[src/rtl/tx_encode_interleave_if.sv]
// tx_encode_interleave_if: request/result bundle between a block source and the encoder.
interface tx_encode_interleave_if #(parameter int DATA_W = 64, parameter int OUT_W = 128);
  logic start;
  logic ilv_en;
  logic [DATA_W-1:0] data_in;
  logic busy;
  logic done;
  logic [OUT_W-1:0] final_output;
  modport master(output start, ilv_en, data_in, input busy, done, final_output);
  modport slave(input start, ilv_en, data_in, output busy, done, final_output);
endinterface

[src/rtl/tx_encode_interleave.sv]
// tx_encode_interleave: GF(2) block encoder, one K-bit word per cycle, then optional row/column interleave.
module tx_encode_interleave #(
  parameter int DATA_W = 64,
  parameter int K = 4,
  parameter int N = 8,
  parameter logic [K*N-1:0] GEN = 32'h78B4D2E1,
  parameter int ROWS = 8
) (
  input logic clk,
  input logic reset,
  tx_encode_interleave_if.slave bus
);
  localparam int WORDS = DATA_W / K;
  localparam int OUT_W = WORDS * N;
  localparam int COLS = OUT_W / ROWS;
  localparam int CW = WORDS > 1 ? $clog2(WORDS) : 1;
  typedef enum logic [1:0] {IDLE, ENCODE, EMIT} state_t;
  state_t state_q, state_d;
  logic [DATA_W-1:0] data_q, data_d;
  logic ilv_q, ilv_d;
  logic [CW-1:0] cnt_q, cnt_d;
  logic [OUT_W-1:0] e_q, e_d, out_q, out_d, ilv_v;
  logic done_q, done_d;
  logic [K-1:0] m;
  logic [N-1:0] cw;
  logic last;
  assign last = cnt_q == CW'(WORDS - 1);
  always_comb begin
    m = data_q[int'(cnt_q)*K +: K];
    cw = '0;
    for (int j = 0; j < N; j++)
      for (int k = 0; k < K; k++)
        cw[j] = cw[j] ^ (m[k] & GEN[k*N+j]);
  end
  // E is written row-major; the interleaved block reads it column by column
  always_comb begin
    ilv_v = '0;
    for (int r = 0; r < ROWS; r++)
      for (int c = 0; c < COLS; c++)
        ilv_v[c*ROWS+r] = e_q[r*COLS+c];
  end
  always_comb begin
    state_d = state_q;
    data_d = data_q;
    ilv_d = ilv_q;
    cnt_d = cnt_q;
    e_d = e_q;
    out_d = out_q;
    done_d = 1'b0;
    case (state_q)
      IDLE: if (bus.start) begin
        state_d = ENCODE;
        data_d = bus.data_in;
        ilv_d = bus.ilv_en;
        cnt_d = '0;
        e_d = '0;
      end
      ENCODE: begin
        e_d[int'(cnt_q)*N +: N] = cw;
        cnt_d = last ? '0 : cnt_q + 1'b1;
        state_d = last ? EMIT : ENCODE;
      end
      EMIT: begin
        out_d = ilv_q ? ilv_v : e_q;
        done_d = 1'b1;
        state_d = IDLE;
      end
      default: state_d = IDLE;
    endcase
  end
  always_ff @(posedge clk) begin
    if (reset) begin
      state_q <= IDLE;
      data_q <= '0;
      ilv_q <= 1'b0;
      cnt_q <= '0;
      e_q <= '0;
      out_q <= '0;
      done_q <= 1'b0;
    end else begin
      state_q <= state_d;
      data_q <= data_d;
      ilv_q <= ilv_d;
      cnt_q <= cnt_d;
      e_q <= e_d;
      out_q <= out_d;
      done_q <= done_d;
    end
  end
  assign bus.busy = state_q != IDLE;
  assign bus.done = done_q;
  assign bus.final_output = out_q;
endmodule

[src/flat_wrapper.sv]
// flat-port wrapper written by rule: the top's interface ports become plain ports
module tx_encode_interleave_flat 
#(
  parameter int DATA_W = 64,
  parameter int K = 4,
  parameter int N = 8,
  parameter logic [K*N-1:0] GEN = 32'h78B4D2E1,
  parameter int ROWS = 8
)
  (clk, reset, bus_start, bus_ilv_en, bus_data_in, bus_busy, bus_done, bus_final_output);
  tx_encode_interleave_if #(.DATA_W(DATA_W)) bus_i ();
  input logic clk;
  input logic reset;
  input wire logic [$bits(bus_i.start)-1:0] bus_start;
  input wire logic [$bits(bus_i.ilv_en)-1:0] bus_ilv_en;
  input wire logic [$bits(bus_i.data_in)-1:0] bus_data_in;
  output wire logic [$bits(bus_i.busy)-1:0] bus_busy;
  output wire logic [$bits(bus_i.done)-1:0] bus_done;
  output wire logic [$bits(bus_i.final_output)-1:0] bus_final_output;
  assign bus_i.start = bus_start;
  assign bus_i.ilv_en = bus_ilv_en;
  assign bus_i.data_in = bus_data_in;
  assign bus_busy = bus_i.busy;
  assign bus_done = bus_i.done;
  assign bus_final_output = bus_i.final_output;
  tx_encode_interleave #(.DATA_W(DATA_W), .K(K), .N(N), .GEN(GEN), .ROWS(ROWS)) u_core (.clk(clk), .reset(reset), .bus(bus_i));
endmodule
[config.mk]
export PLATFORM = sky130hd
export DESIGN_NAME = tx_encode_interleave_flat
export DESIGN_NICKNAME = d
export VERILOG_FILES = /design/src/rtl/tx_encode_interleave_if.sv /design/src/rtl/tx_encode_interleave.sv /design/src/flat_wrapper.sv
export SDC_FILE = /design/constraint.sdc
export NUM_CORES = 1
export LEC_CHECK = 0
export BUFFER_PORTS_ARGS = -buffer_cell sky130_fd_sc_hd__buf_2
export CAP_MARGIN = 20
export CORE_ASPECT_RATIO = 0.75
export CORE_MARGIN = 10
export CORE_UTILIZATION = 36
export DETAILED_ROUTE_END_ITERATION = 10
export HOLD_SLACK_MARGIN = 0.02
export PLACE_DENSITY_LB_ADDON = 0.25
export SLEW_MARGIN = 5
export SYNTH_ARGS = -nofsm -noshare
export SYNTH_HDL_FRONTEND = slang
export SYNTH_SLANG_ARGS = --single-unit
[constraint.sdc]
create_clock -name clk -period 8.38 [get_ports clk]
set_clock_uncertainty 0.15 [all_clocks]
set_input_delay 0.419 -clock clk [delete_from_list [all_inputs] [get_ports clk]]
set_output_delay 0.419 -clock clk [all_outputs]
set_load 0.01 [all_outputs]
## Yosys cells after proc, flatten, opt, wreduce, memory -nomap -nowiden

Index checks and enable logic that the tools add are counted.

| operators by class | value |
|---|---|
| muxes and demuxes | 11 |
| bitwise logic cells | 7 |
| equality and inequality tests | 4 |
| add/subtract/negate cells | 2 |
| shift-type cells | 3 |
| reduce and logical (&&, ||, !) cells | 5 |

Operator list:

| kind | number |
|---|---|
| 128-bit one-hot mux with 2 select lines | 1 |
| 128-bit bitwise mux | 1 |
| 128-bit 2-to-1 mux | 1 |
| 8-bit by 33-bit variable shift with 128-bit output (first input constant) | 1 |
| 8-bit by 33-bit variable part select with 128-bit output | 1 |
| 127-bit 2-to-1 mux | 1 |
| 64-bit by 7-bit variable part select with 4-bit output | 1 |
| 7-bit negator with 33-bit output | 1 |
| 4-bit 2-to-1 mux | 2 |
| 4-bit one-hot mux with 2 select lines | 1 |
| 1-bit bitwise XOR | 7 |
| 4-bit by 1-bit adder with 4-bit output (second input constant) | 1 |
| 4-bit == test (second input constant) | 1 |
| 2-bit 2-to-1 mux | 2 |
| 2-bit one-hot mux with 2 select lines | 1 |
| 2-bit AND reduction | 2 |
| 2-bit nonzero test | 2 |
| 2-bit by 1-bit == test with 1-bit output (second input constant) | 1 |
| 2-bit == test (second input constant) | 1 |
| 2-bit zero test | 1 |
| 2-bit != test (second input constant) | 1 |
| 1-bit 2-to-1 mux | 1 |

| word-level totals | value |
|---|---|
| bits of input ports | 68 |
| logic and storage cells | 39 |
| register bits | 328 |
| output and inout port bits | 130 |

## Longest topological paths before layout

Gate-level depths: netlist (run 1).

| depth | value |
|---|---|
| depth after elaboration | 6 |
| gate-level depth with buffers | 12 |
| depth with buffers taken out | 8 |

## Worst setup path after synthesis (run 1)

Ideal clock, no wire load.

| timing path | value |
|---|---|
| kind | register -> register |
| start | register u_core.cnt_q[0] |
| end | register u_core.e_q[52] |
| stages on the path, launching flop included | 13 |
| path buffers | 4 |
| library setup time | 0.117 ns |
| required time | 8.113 ns |
| setup slack | 5.369 ns |
| clock period less this slack | 3.011 ns |
| arrival | 2.744 ns |
| path through | dfxtp_1 > buf_6 > buf_6 > buf_2 > inv_1 > ha_1 > nand2b_1 > a311o_1 > or2_2 > clkbuf_1 > nor2_1 > nor2_1 > a22o_1 |

| between the ends | value |
|---|---|
| word-level cells in the longest chain between the ends | 6 |
| elaborated cells on any way between the ends | 13 |
| those cells by class | add/sub: 1; shift: 3; mux: 2; bitwise: 7 |

Ends and longest elaborated chain:

| item | line | source |
|---|---|---|
| start: declaration | tx_encode_interleave.sv:21 | `logic [CW-1:0] cnt_q, cnt_d;` |
| start signal: assignment | tx_encode_interleave.sv:84 | `cnt_q <= cnt_d;` |
| 64-bit by 7-bit variable part select with 4-bit output | tx_encode_interleave.sv:29 | `m = data_q[int'(cnt_q)*K +: K];` |
| 1-bit bitwise XOR (2 in a row) | tx_encode_interleave.sv:33 | `cw[j] = cw[j] ^ (m[k] & GEN[k*N+j]);` |
| 8-bit by 33-bit variable part select with 128-bit output | tx_encode_interleave.sv:59 | `e_d[int'(cnt_q)*N +: N] = cw;` |
| 128-bit bitwise mux (*) | tx_encode_interleave.sv:59 |  |
| 128-bit one-hot mux with 2 select lines (*) | tx_encode_interleave.sv:50 | `case (state_q)` |
| end signal: assignment | tx_encode_interleave.sv:77 | `e_q <= '0;` |
| end signal: assignment | tx_encode_interleave.sv:85 | `e_q <= e_d;` |
| end: declaration | tx_encode_interleave.sv:22 | `logic [OUT_W-1:0] e_q, e_d, out_q, out_d, ilv_v;` |

Mark *: on every way between the ends. The rest lies on a longest branch, timed or not.
A chain may end at the register's enable or synchronous reset.

## Worst setup path after layout (run 1)

| timing path | value |
|---|---|
| start | register u_core.cnt_q[0] |
| end | register u_core.e_q[7] |

The elaborated chain is that of the path after synthesis.

==> results of run 1 <==
-- sequential cells by signal (all words and copies together), names as in the netlist --
name	flops
u_core.state_q	2
u_core.e_q	128
u_core.bus.done	1
u_core.bus.final_output	128
u_core.ilv_q	1
u_core.cnt_q	4
u_core.data_q	64
-- power by group --
group	internal (mW)	switching (mW)
combinational	0.0937	0.165
sequential	1.58	0.0229
clock	0.957	0.646
-- cells in the mapped netlist (all sizes together) (16+ instances only) --
| library cell | n | area [um^2] |
|---|---|---|
| a22oi | 36 | 280.3 |
| o21ai | 23 | 115.1 |
| buf | 30 | 158.9 |
| a211oi | 126 | 945.9 |
| a21oi | 119 | 595.6 |
| nor3 | 16 | 80.08 |
| dfxtp | 328 | 6566 |
| nand2 | 189 | 709.4 |
| mux4 | 16 | 360.4 |
| mux2i | 126 | 1261 |
| a22o | 44 | 385.4 |
| clkbuf | 88 | 330.3 |
| nor2 | 195 | 732.0 |
| nand3 | 59 | 345.3 |
-- tightest hold or removal path, cell delays in order --
cell	delay [ps]
buf_2	100
nand2_1	70
a21oi_1	60
-- worst max path at each step --
stage | depth (start not counted) | end
after floorplan | 12 | u_core.e_q[52]
after global placement | 7 | u_core.e_q[86]
after detailed placement | 7 | u_core.e_q[6]
after CTS | 7 | u_core.e_q[6]
after global routing | 7 | u_core.e_q[31]
final | 7 | u_core.e_q[7]
-- timing repair --
item,CTS,global route
hold buffers,62,0
endpoints found under the hold margin,62,0
endpoints found under the setup margin,0,0
setup buffers,0,0
-- cell usage in the layout (no fill, tap or decap), types with 8 or more instances in the layout --
cell | Yosys | final
dfxtp_1 | 328 | 327
buf_2 | 7 | 196
nor2_1 | 195 | 195
nand2_1 | 189 | 188
mux2i_1 | 126 | 126
a211oi_1 | 126 | 126
a21oi_1 | 119 | 119
dlygate4sd3_1 | 0 | 62
nand3_1 | 55 | 55
a22o_1 | 44 | 44
clkbuf_16 | 0 | 36
a22oi_1 | 34 | 34
o21ai_0 | 23 | 23
nor3_1 | 16 | 16
mux4_2 | 16 | 16
buf_4 | 0 | 10
nand2b_1 | 9 | 9
clkbuf_8 | 0 | 9
clkbuf_1 | 88 | 8
-- cells by family (layout without fill, tap and decap cells) --
| group | count (synthesis) | after routing |
|---|---|---|
| simple gates | 489 | 489 |
| compound gates | 350 | 350 |
| flops | 328 | 328 |
| mux | 142 | 142 |
| buf+inv | 124 | 339 |
| xor+xnor | 12 | 12 |
| fa+ha+maj | 5 | 5 |
| other cells | 0 | 2 |
-- layer usage --
metal,global-route usage,vias up
met5,0,-
met4,0.04948,2
met3,0.05445,60
met2,0.2748,477
met1,0.2706,5532
li1,-,5526
-- layout make-up --
class | instances | area [um^2] | area share
clock buffer | 52 | 1041 | 0.06360
inverter | 6 | 22.52 | 0.001376
sequential | 328 | 6570 | 0.4014
multi-input combinational | 998 | 6250 | 0.3819
clock inverter | 11 | 147.6 | 0.009021
tap | 496 | 620.6 | 0.03792
antenna | 2 | 5.005 | 0.0003058
timing repair buffer | 270 | 1710 | 0.1045
==> results.txt, run 1 <==
- Among all flip-flop cells after synthesis, the most frequent one is dfxtp_1.
- Starting utilization of the core area: 0.3680
- Final setup violation count: 0
- After routing the design area is ~16000 um^2.
- The worst register-to-register path has a depth of 7.
- Average vias per placed instance: about 5.4
- Critical Path Slowest Stage Cell: xor2_1
- Post-Synth Simple-Gate Area: 0.1544
- The H-tree was split into 2 levels.
* Non-filler instance count after layout: 2163
- Antenna violations before repair: 2
- The max-slew violation count is 0.
- In the finished design, the share of the clock period the worst path needs comes to 0.4650.
* Xor/xnor share of the synthesized area: 0.01184
- Mean Syn Cell Area: 9.184 um^2
- Cells after DPL: between 2000 and 2500
* Layout filler cell count: 3536
* Util after Layout: 0.4523
- Highest Clock Rate: 256.7 MHz
- After detailed routing, the wire length on met1 is 20840 um.
- Of the cells placed in the final design, the portion with a size suffix greater than 1 is 0.1778.
* Vert. Die Dim: 186.6 um
- Post-cts gate resize count: 0
- After synthesis the netlist holds a flip-flop and latch count of approximately 330.
- The number of hold violations in the final report came to 0.
- Amount of wire on met3 after detailed routing: 4268 um
- Once placement finished, the instance area stood at around 15000 um^2.
* Clk Latency, worst-skew pair: about 540 ps
- STA puts the critical path data arrival time at 4220 ps.
- Once detail routing completed, the nets flagged for antenna violations numbered 0.
- Clock tree synthesis inserted a total of 35 buffers.
* Hold depth: 3
- In this run the standard cell core region covers 36180 um^2.
- Gate family responsible for the most delay along the worst path: XOR/XNOR gates
* Count of buffer and inverter cells on the critical path: 1
- Standby leakage power: 5.869 nW
- For this run the aggregate overflow at the end of global routing stands at 0.
* Beginning of the worst hold path: bus_data_in[21]
* Vias after detailed routing: between 10000 and 15000
- First-pass GRT wire length: between 60000 and 70000 um
- During synthesis, Yosys emitted a total of 0 warnings.
- The clock passes through at most 3 buffers.
* Sum of routed wire length over all layers: 44990 um
- HPWL Detailed: between 30000 and 40000 um
* Detail-routed net length per standard cell: 20.80 um
* Mapped cell area: between 10000 and 15000 um^2
- Prior to clock tree synthesis, the placed netlist has a worst setup slack of around 4400 ps.
- Cell breakdown of the critical path: buf_4 > mux4_2 > a22oi_2 > nand3_4 > xor2_4 > xor2_1 > a22o_1
- For this run, the total global-route usage over all layers was measured as 0.1903.
- Vias in the first global route: roughly 11000
- Clk pin slew, worst setup/hold paths: 60 ps
- TritonCTS built the clock tree.
* Min-Delay Endpoint: u_core.data_q[21]
- Critical Path Source: u_core.cnt_q[0]
* Syn-to-layout area delta: 22.91%
* Hold Path Class: primary input to flop
- Count of mapped cells out of synthesis: 1450
* Net count of the finished layout: 1712
* Number of DRC violations after detailed-routing iteration 0: 1041
- Of the total synthesized cell area, the portion taken by full adders, half adders and majority gates is 0.004698.
- The number of different library cells used by synthesis comes to 36.
* RePlAce Congestion: 0.8786
- STA classifies the critical path startpoint as a flop.
- Clock tree synthesis found a total of about 330 sinks.
* CP required: 8700 ps
- The die covers 45160 um^2.
* Final-layout worst hold slack: 25.17 ps
- Run status: completed
- Power per cell area: around 210 nW/um^2
- Entering global routing, the biggest net connects approximately 260 pins.
* Startpoint of the worst register-to-register path: u_core.cnt_q[0]
- The share of the Yosys chip area taken by registers is 0.4931.
- Standard-cell row count: 60
- Pre-Repair DR Iteration Count: 7
- IR analysis of the VDD net gives a maximum drop of 0.1017 mV.
* Synth async-reset ratio: 0
- The completed layout was analyzed and its total power is 3.465 mW.
- Setup total negative slack on the finished layout was measured at 0 ps.
- Reg2Reg Setup Slack: around 4500 ps
* Final worst-path setup slack: 4484 ps
- Buffers added on ports: 197
* Tightest slew margin relative to the limit: 0.09934
* Max Cap Viol: 0
* Highest fanout seen on the critical path: 17
- Compound-Gate Fraction of Synth Area: 0.1758
- From left edge to right edge, the die measures about 240 um.
* Residual DRC count: 0
- Kind of critical path: flop to flop
* Length of routed met2 wiring: 19000 um
- CP Capture Type: flop
* Number of enable flip-flop cells after synthesis: 0
* Clock Tree Root: clkbuf_16
- Min Tclk post-route: 3896 ps
* RSZ-0062 raised after global routing: no
- Highest cell delay on the worst timing path: roughly 870 ps
- Syn Nets: between 1500 and 2000
* Ports placed on the boundary: 198
- By area, the combinational part of the netlist is dominated by compound AO/OA/AOI/OAI gates.
- Uppermost routed layer: met5
* R2R Path End: u_core.e_q[7]
- At the pin with the least slew margin, the transition time is about 1400 ps.
- After synthesis, the share of cell area in mux cells is 0.1218.
(Power assumes the default switching activity.)
==> run 2, diff against run 1 <==
Clock period 8.38 ns to 3.4 ns, I/O delays scaled along.
==> run 2 against run 1 <==
Effect of this change:
- critical path depth is 1 lower
- total power is 150% higher
- clock-buffer cell count is 3 higher
- highest routed layer is now met4
==> results.txt, run 2 (same netlist as run 1, synthesis figures left out) <==
- Run status: completed
* RePlAce Congestion: 0.8971 (+2.1%)
- Number of CTS-inserted buffers: 35 (unchanged)
- Combined area of the multi-input logic cells: 6250 um^2 (unchanged)
- The max-slew violation count is 0 (unchanged).
- The first-pass GRT wire length is 67500 um (-0.82%).
* Standby leakage power: 5.980 nW (+1.9%)
- The residual overflow from global routing came to 0 (unchanged).
* Highest fanout seen on the critical path: 16 (-1)
* Vias in the first global route: 10990 (-1.4%)
* Clk Latency, worst-skew pair: 530 ps (about the same)
- The total chip power is 8.496 mW (+150%).
- The number of antenna-violating nets in the routed design came to 0 (unchanged).
* Area occupied by registers: 6570 um^2 (unchanged)
* Net count of the finished layout: 1732 (+1.2%)
- The number of levels the H-tree was split into came to 2 (unchanged).
* Clock Tree Root: clkbuf_16
* Vert. Die Dim: 186.6 um (unchanged)
- CP Capture Type: flop
* Residual DRC count: 0 (unchanged)
* CTS Buffer Depth: 3 (unchanged)
* Crit start category: flop
- Setup repair after global routing left no endpoint under its margin.
- HPWL Detailed: 32200 um (+1.8%)
- Detail-routed net length per standard cell: 20.64 um (-0.77%)
- Power per cell area: 512.9 nW/um^2 (+140%)
* Number of hold violations in the final report: 0 (unchanged)
* CP required: 3710 ps (-4990 ps)
* Number of DRC violations after detailed-routing iteration 0: 1096 (+5.3%)
- Pin slew with the least headroom to its limit: 1099 ps (-252.5 ps)
* Core area: 36180 um^2 (unchanged)
- The number of sinks on the clock net was 328 (unchanged).
- The number of rows created at floorplan is 60 (unchanged).
- Vias after detailed routing: 11500 (-0.85%)
- CTS tree: done
- Pre-Repair DR Iteration Count: 5 (-2)
- The post-route setup TNS came to 0 ps (unchanged).
- The horizontal die dimension was 242.1 um (unchanged).
* Period Utilization, post-route: 0.9537 (+0.4888)
* Antenna diode count: 0 (-2)
- Peak VDD IR: 0.2446 mV (+140%)
- The aggregate global-route resource usage was 0.1887 (-0.001629).
* Ports placed on the boundary: 198 (unchanged)
- The post-layout minimum cycle time was 3243 ps (-653.6 ps).
* Total of hold buffers inserted after clock tree synthesis: 65 (+4.8%)
- The layout filler cell count came to 3531 (-0.14%).
- Hold Path Class: primary input to flop
- Buffers added on ports: 197 (unchanged)
- Highest Clock Rate: 308.4 MHz (+20%)
* Maximum number of pins on one net before global-route repair: 175 (-31%)
- Clk pin slew, worst setup/hold paths: 60 ps (about the same)
- The die area came to 45160 um^2 (unchanged).
- The max-capacitance violation count came to 0 (unchanged).
- In the layout the commonest cells are dfxtp_1 (327), buf_2 (196), nor2_1 (195).
* Kind of critical path: flop to flop
- Relative to the synthesized area, the layout overhead comes to 24.39%.
* Antenna violations before repair: 0 (-2)
- The detail-routed via count per cell came to 5.279 (-1.5%).
- The worst slew slack as a fraction of its limit came to 0.2652 (+0.1658).
- Layout cell share with drive strength beyond 1: 0.1843 (+0.006527)
* Starting utilization of the core area: 0.3680 (unchanged)
* Sum of routed wire length over all layers: 44960 um (about the same)
- Critical path data arrival time: 3560 ps (-660 ps)
- Post-cts gate resize count: 0 (unchanged)
- Most common cell after layout, fill and taps aside: dfxtp_1
- Postcts setup bufs: 0 (unchanged)
- The final count of negative-setup-slack endpoints was 0 (unchanged).
run 2: cell count changes in the layout (fill, tap and decap cells not counted), moves of 2 or more:
cell           before  now
buf_4              10   22
dlygate4sd3_1      62   65
diode_2             2    0
clkbuf_8            9   11
clkinv_2            5    2
buf_12              1    6
run 2: path summary, 6_finish.rpt:
path                                       from  slack [ps]                          to  cells past startpoint
worst min-delay path                      reset          70              u_core.e_q[72]                      2
worst min register to register    u_core.e_q[0]         310  u_core.bus.final_output[0]                      2
worst max register to register  u_core.cnt_q[2]         160              u_core.e_q[30]                      6
worst max-delay path            u_core.cnt_q[2]         160              u_core.e_q[30]                      6
run 2: final cells by class:
class,instances,share of cell area
Clock buffer,55,0.06602
Clock inverter,5,0.004683
Inverter,6,0.001360
Multi-Input combinational cell,998,0.3773
Sequential cell,328,0.3966
Tap cell,496,0.03747
Timing Repair Buffer,290,0.1165
run 2: power by group:
part	switching (mW)	internal, mW
logic	0.410	0.242
clock network	1.55	2.35
registers	0.0498	3.89
total	2.01	6.49
run 2: stage by stage:
step	hold WS [ps]	util	cell area, um^2	cells	setup slack [ps]
2_1_floorplan	156.0	-	13320	1450	388.8
3_3_place_gp	266.9	0.4072	14740	2052	170.9
3_5_place_dp	268.9	0.4072	14740	2052	109.1
4_1_cts	80.27	0.4576	16560	2177	78.26
5_1_grt	103.6	0.4578	16560	2178	28.07
6_report	66.34	0.4578	16560	2178	157.3
run 2: metal layers:
| layer | track usage | part of all wire | vias to the layer above | wire length [um] |
|---|---|---|---|---|
| li1 | - | - | 5555 | - |
| met1 | 0.2742 | 0.47 | 5475 | 21120 |
| met2 | 0.2772 | 0.43 | 414 | 19370 |
| met3 | 0.04418 | 0.085 | 54 | 3809 |
| met4 | 0.03886 | 0.015 | 0 | 661 |
| met5 | 0 | 0 | - | 0 |
run 2: worst max-delay path, cell delays in order (launching register included):
cell,delay (ps)
dfxtp_1,780
mux4_2,450
a22oi_2,250
nand3_4,130
xor2_4,270
xor2_1,890
a22o_1,280
==> run 3, diff against run 2 <==
Settings changed: CTS_BUF_LIST from default to sky130_fd_sc_hd__clkbuf_4 sky130_fd_sc_hd__clkbuf_8.
==> run 3 against run 2 <==
Effect of this change:
- maximum frequency fell by 0.22%
- hold slack better by 120 ps
- routed wire length up 0.57%
- first-iteration DRC count decreased by 0.82%
- cell count increased by 1.5%
- critical path depth is the same
- global-route usage increased by 0.16 points
- largest power group unchanged
==> results.txt, run 3 (same netlist as run 1, synthesis figures left out) <==
- Standard-cell row count: 60 (unchanged)
- The number of sinks on the clock net was 328 (unchanged).
- Highest Clock Rate: 307.7 MHz (-0.22%)
- The core region area came to 36180 um^2 (unchanged).
* Min Tclk post-route: 3250 ps (+7.236 ps)
- STA classifies the critical path startpoint as a flop.
- The number of hold violations in the final report came to 0 (unchanged).
- The transition at the pin with the smallest max-transition slack was 1087 ps (-11.77 ps).
- Residual DRC count: 0 (unchanged)
- Place WS: 109.1 ps (unchanged)
- Pre-Repair DR Iteration Count: 6 (+1)
- Standby leakage power: 5.987 nW (+0.12%)
* Vias in the first global route: 11100 (+0.94%)
- The startpoint identified for the worst register-to-register timing path is u_core.cnt_q[2].
- The cell depth of the worst hold path came to 4 (+2).
- Peak VDD IR: 0.2642 mV (+8.0%)
- Power per cell area: 490.4 nW/um^2 (-4.4%)
* Detail-routed net length per standard cell: 20.46 um (-0.88%)
- Setup repair after global routing left no endpoint under its margin.
* Beginning of the worst hold path: bus_start
- The starting utilization of the core area is 0.3680 (unchanged).
* Final worst-path setup slack: 150.1 ps (-7.236 ps)
- Tightest slew margin relative to the limit: 0.2730 (+0.007874)
* CTS Buffer Depth: 3 (unchanged)
- The total chip power came to 8.083 mW (-4.9%).
- The maximum fanout count along the critical path came to 16 (unchanged).
* Average vias per placed instance: 5.267 (-0.23%)
- Maximum number of pins on one net before global-route repair: 175 (unchanged)
- Clk pin slew, worst setup/hold paths: 60 ps (about the same)
- CTS tree: done
* Total global-route track usage: 0.1903 (+0.001599)
- The max-slew violation count was 0 (unchanged).
* Most frequent cells in the layout: dfxtp_1 (327), buf_2 (196), nor2_1 (195)
* Ports placed on the boundary: 198 (unchanged)
- The half-perimeter wire length of the detailed placement result was 32200 um (unchanged).
- The count of vias placed by the detailed router is 11640 (+1.2%).
- Antenna violations before repair: 0 (unchanged)
* Buffers added on ports: 197 (unchanged)
* Kind of critical path: flop to flop
- Total global routing overflow: 0 (unchanged)
- Critical Path Slowest Stage Cell: xor2_1
- Hold Path Class: primary input to flop
- The worst-case reg-to-reg path depth is 6 (unchanged).
* Cell breakdown of the critical path: mux4_2 > a22oi_1 > nand3_4 > xor2_4 > xor2_1 > a22o_1
- The flow ran to the end, and the final reports show no timing, DRC or antenna violations.
* Routed Antenna Nets: 0 (unchanged)
- Highest cell delay on the worst timing path: 880 ps (about the same)
* Layout filler cell count: 3561 (+0.85%)
* Clock Tree Root: clkbuf_8
- The final count of negative-setup-slack endpoints was 0 (unchanged).
* Layout cell share with drive strength beyond 1: 0.2036 (+0.01931)
* Net count of the finished layout: 1750 (+1.0%)
- The number of clock buffers inserted by TritonCTS is 52 (+49%).
- The sum of routed wire length over all layers was 45210 um (+0.57%).
* Period Utilization, post-route: 0.9559 (+0.002128)
- The final cell area excluding filler cells came to 16480 um^2 (-0.48%).
- Critical path data arrival time: 3640 ps (+80 ps)
- The first-pass GRT wire length is 68030 um (+0.80%).
- The number of levels the H-tree was split into is 2 (unchanged).
- Most common cell after layout, fill and taps aside: dfxtp_1
* Vert. Die Dim: 186.6 um (unchanged)
- The placement-stage cell area came to 14740 um^2 (unchanged).
- The required time of the critical path is 3790 ps (+80 ps).
- RePlAce Congestion: 0.8971 (unchanged)
* Final-layout setup total negative slack: 0 ps (unchanged)
- Relative to the synthesized area, the layout overhead comes to 23.79%.
* CP Capture Type: flop
* Number of DRC violations after detailed-routing iteration 0: 1087 (-0.82%)
- Critical Path Source: u_core.cnt_q[2]
* Chip Width: 242.1 um (unchanged)
- The final antenna diode count was 0 (unchanged).
* Area of the die: 45160 um^2 (unchanged)
* Clk Latency, worst-skew pair: 600 ps (+70 ps)
- Max Cap Viol: 0 (unchanged)
-- run 3: cell types whose count changed in the layout (fill, tap and decap cells not counted) --
cell           change
clkbuf_1           -8
clkbuf_8          +56
clkbuf_4          +17
clkinv_2           +4
bufinv_16          -2
clkinvlp_4         +1
clkbuf_16         -37
dlygate4sd3_1      +1
-- run 3: power by group --
| part | total (mW) | switching, mW | internal [mW] |
|---|---|---|---|
| Combinational | 0.652 | 0.409 | 0.243 |
| Sequential | 3.95 | 0.0501 | 3.90 |
| Clock | 3.48 | 1.56 | 1.92 |
| Total | 8.08 | 2.02 | 6.06 |
-- run 3: repair_timing --
action,4_1_cts,5_1_grt
gates resized for setup,0,0
setup buffers,0,0
hold endpoints to repair,78,0
hold buffers,66,0
-- run 3: cell type report --
cell class              count  area (um^2)  area share
well taps                 496        620.6     0.03765
repair buffers            291         1941      0.1177
clock inverters             8        45.04    0.002732
multi-input cells         998         6250      0.3791
inverters                   6        22.52    0.001366
clock buffers              83         1036     0.06285
flip-flops and latches    328         6570      0.3986
-- run 3: per-stage QoR --
step	util	hold WS (ps)	instances
finish	0.4556	182.1	2210
global placement	0.4072	266.9	2052
detailed placement	0.4072	268.9	2052
CTS	0.4554	160.7	2209
global route	0.4556	209.6	2210
floorplan	-	156.0	1450
-- run 3: worst max-delay path: cells and delay by family, from the launching register on --
kind | cells | cell delay [ps]
AOI/OAI and AO/OA | 2 | 570
xor gates and xnor gates | 2 | 1130
DFF | 1 | 780
muxes | 1 | 420
and+or+nand+nor | 1 | 130
-- run 3: final timing paths --
check,slack [ps],end
worst max-delay path,150,u_core.e_q[30]
worst min-delay path,180,u_core.data_q[58]
worst max register to register,150,u_core.e_q[30]
worst min register to register,300,u_core.data_q[50]
-- run 3: per-layer routing --
| layer | track usage | wire [um] |
|---|---|---|
| met4 | 0.04924 | 887 |
| met5 | 0 | 0 |
| met2 | 0.2768 | 19260 |
| met3 | 0.04860 | 4039 |
| met1 | 0.2727 | 21030 |
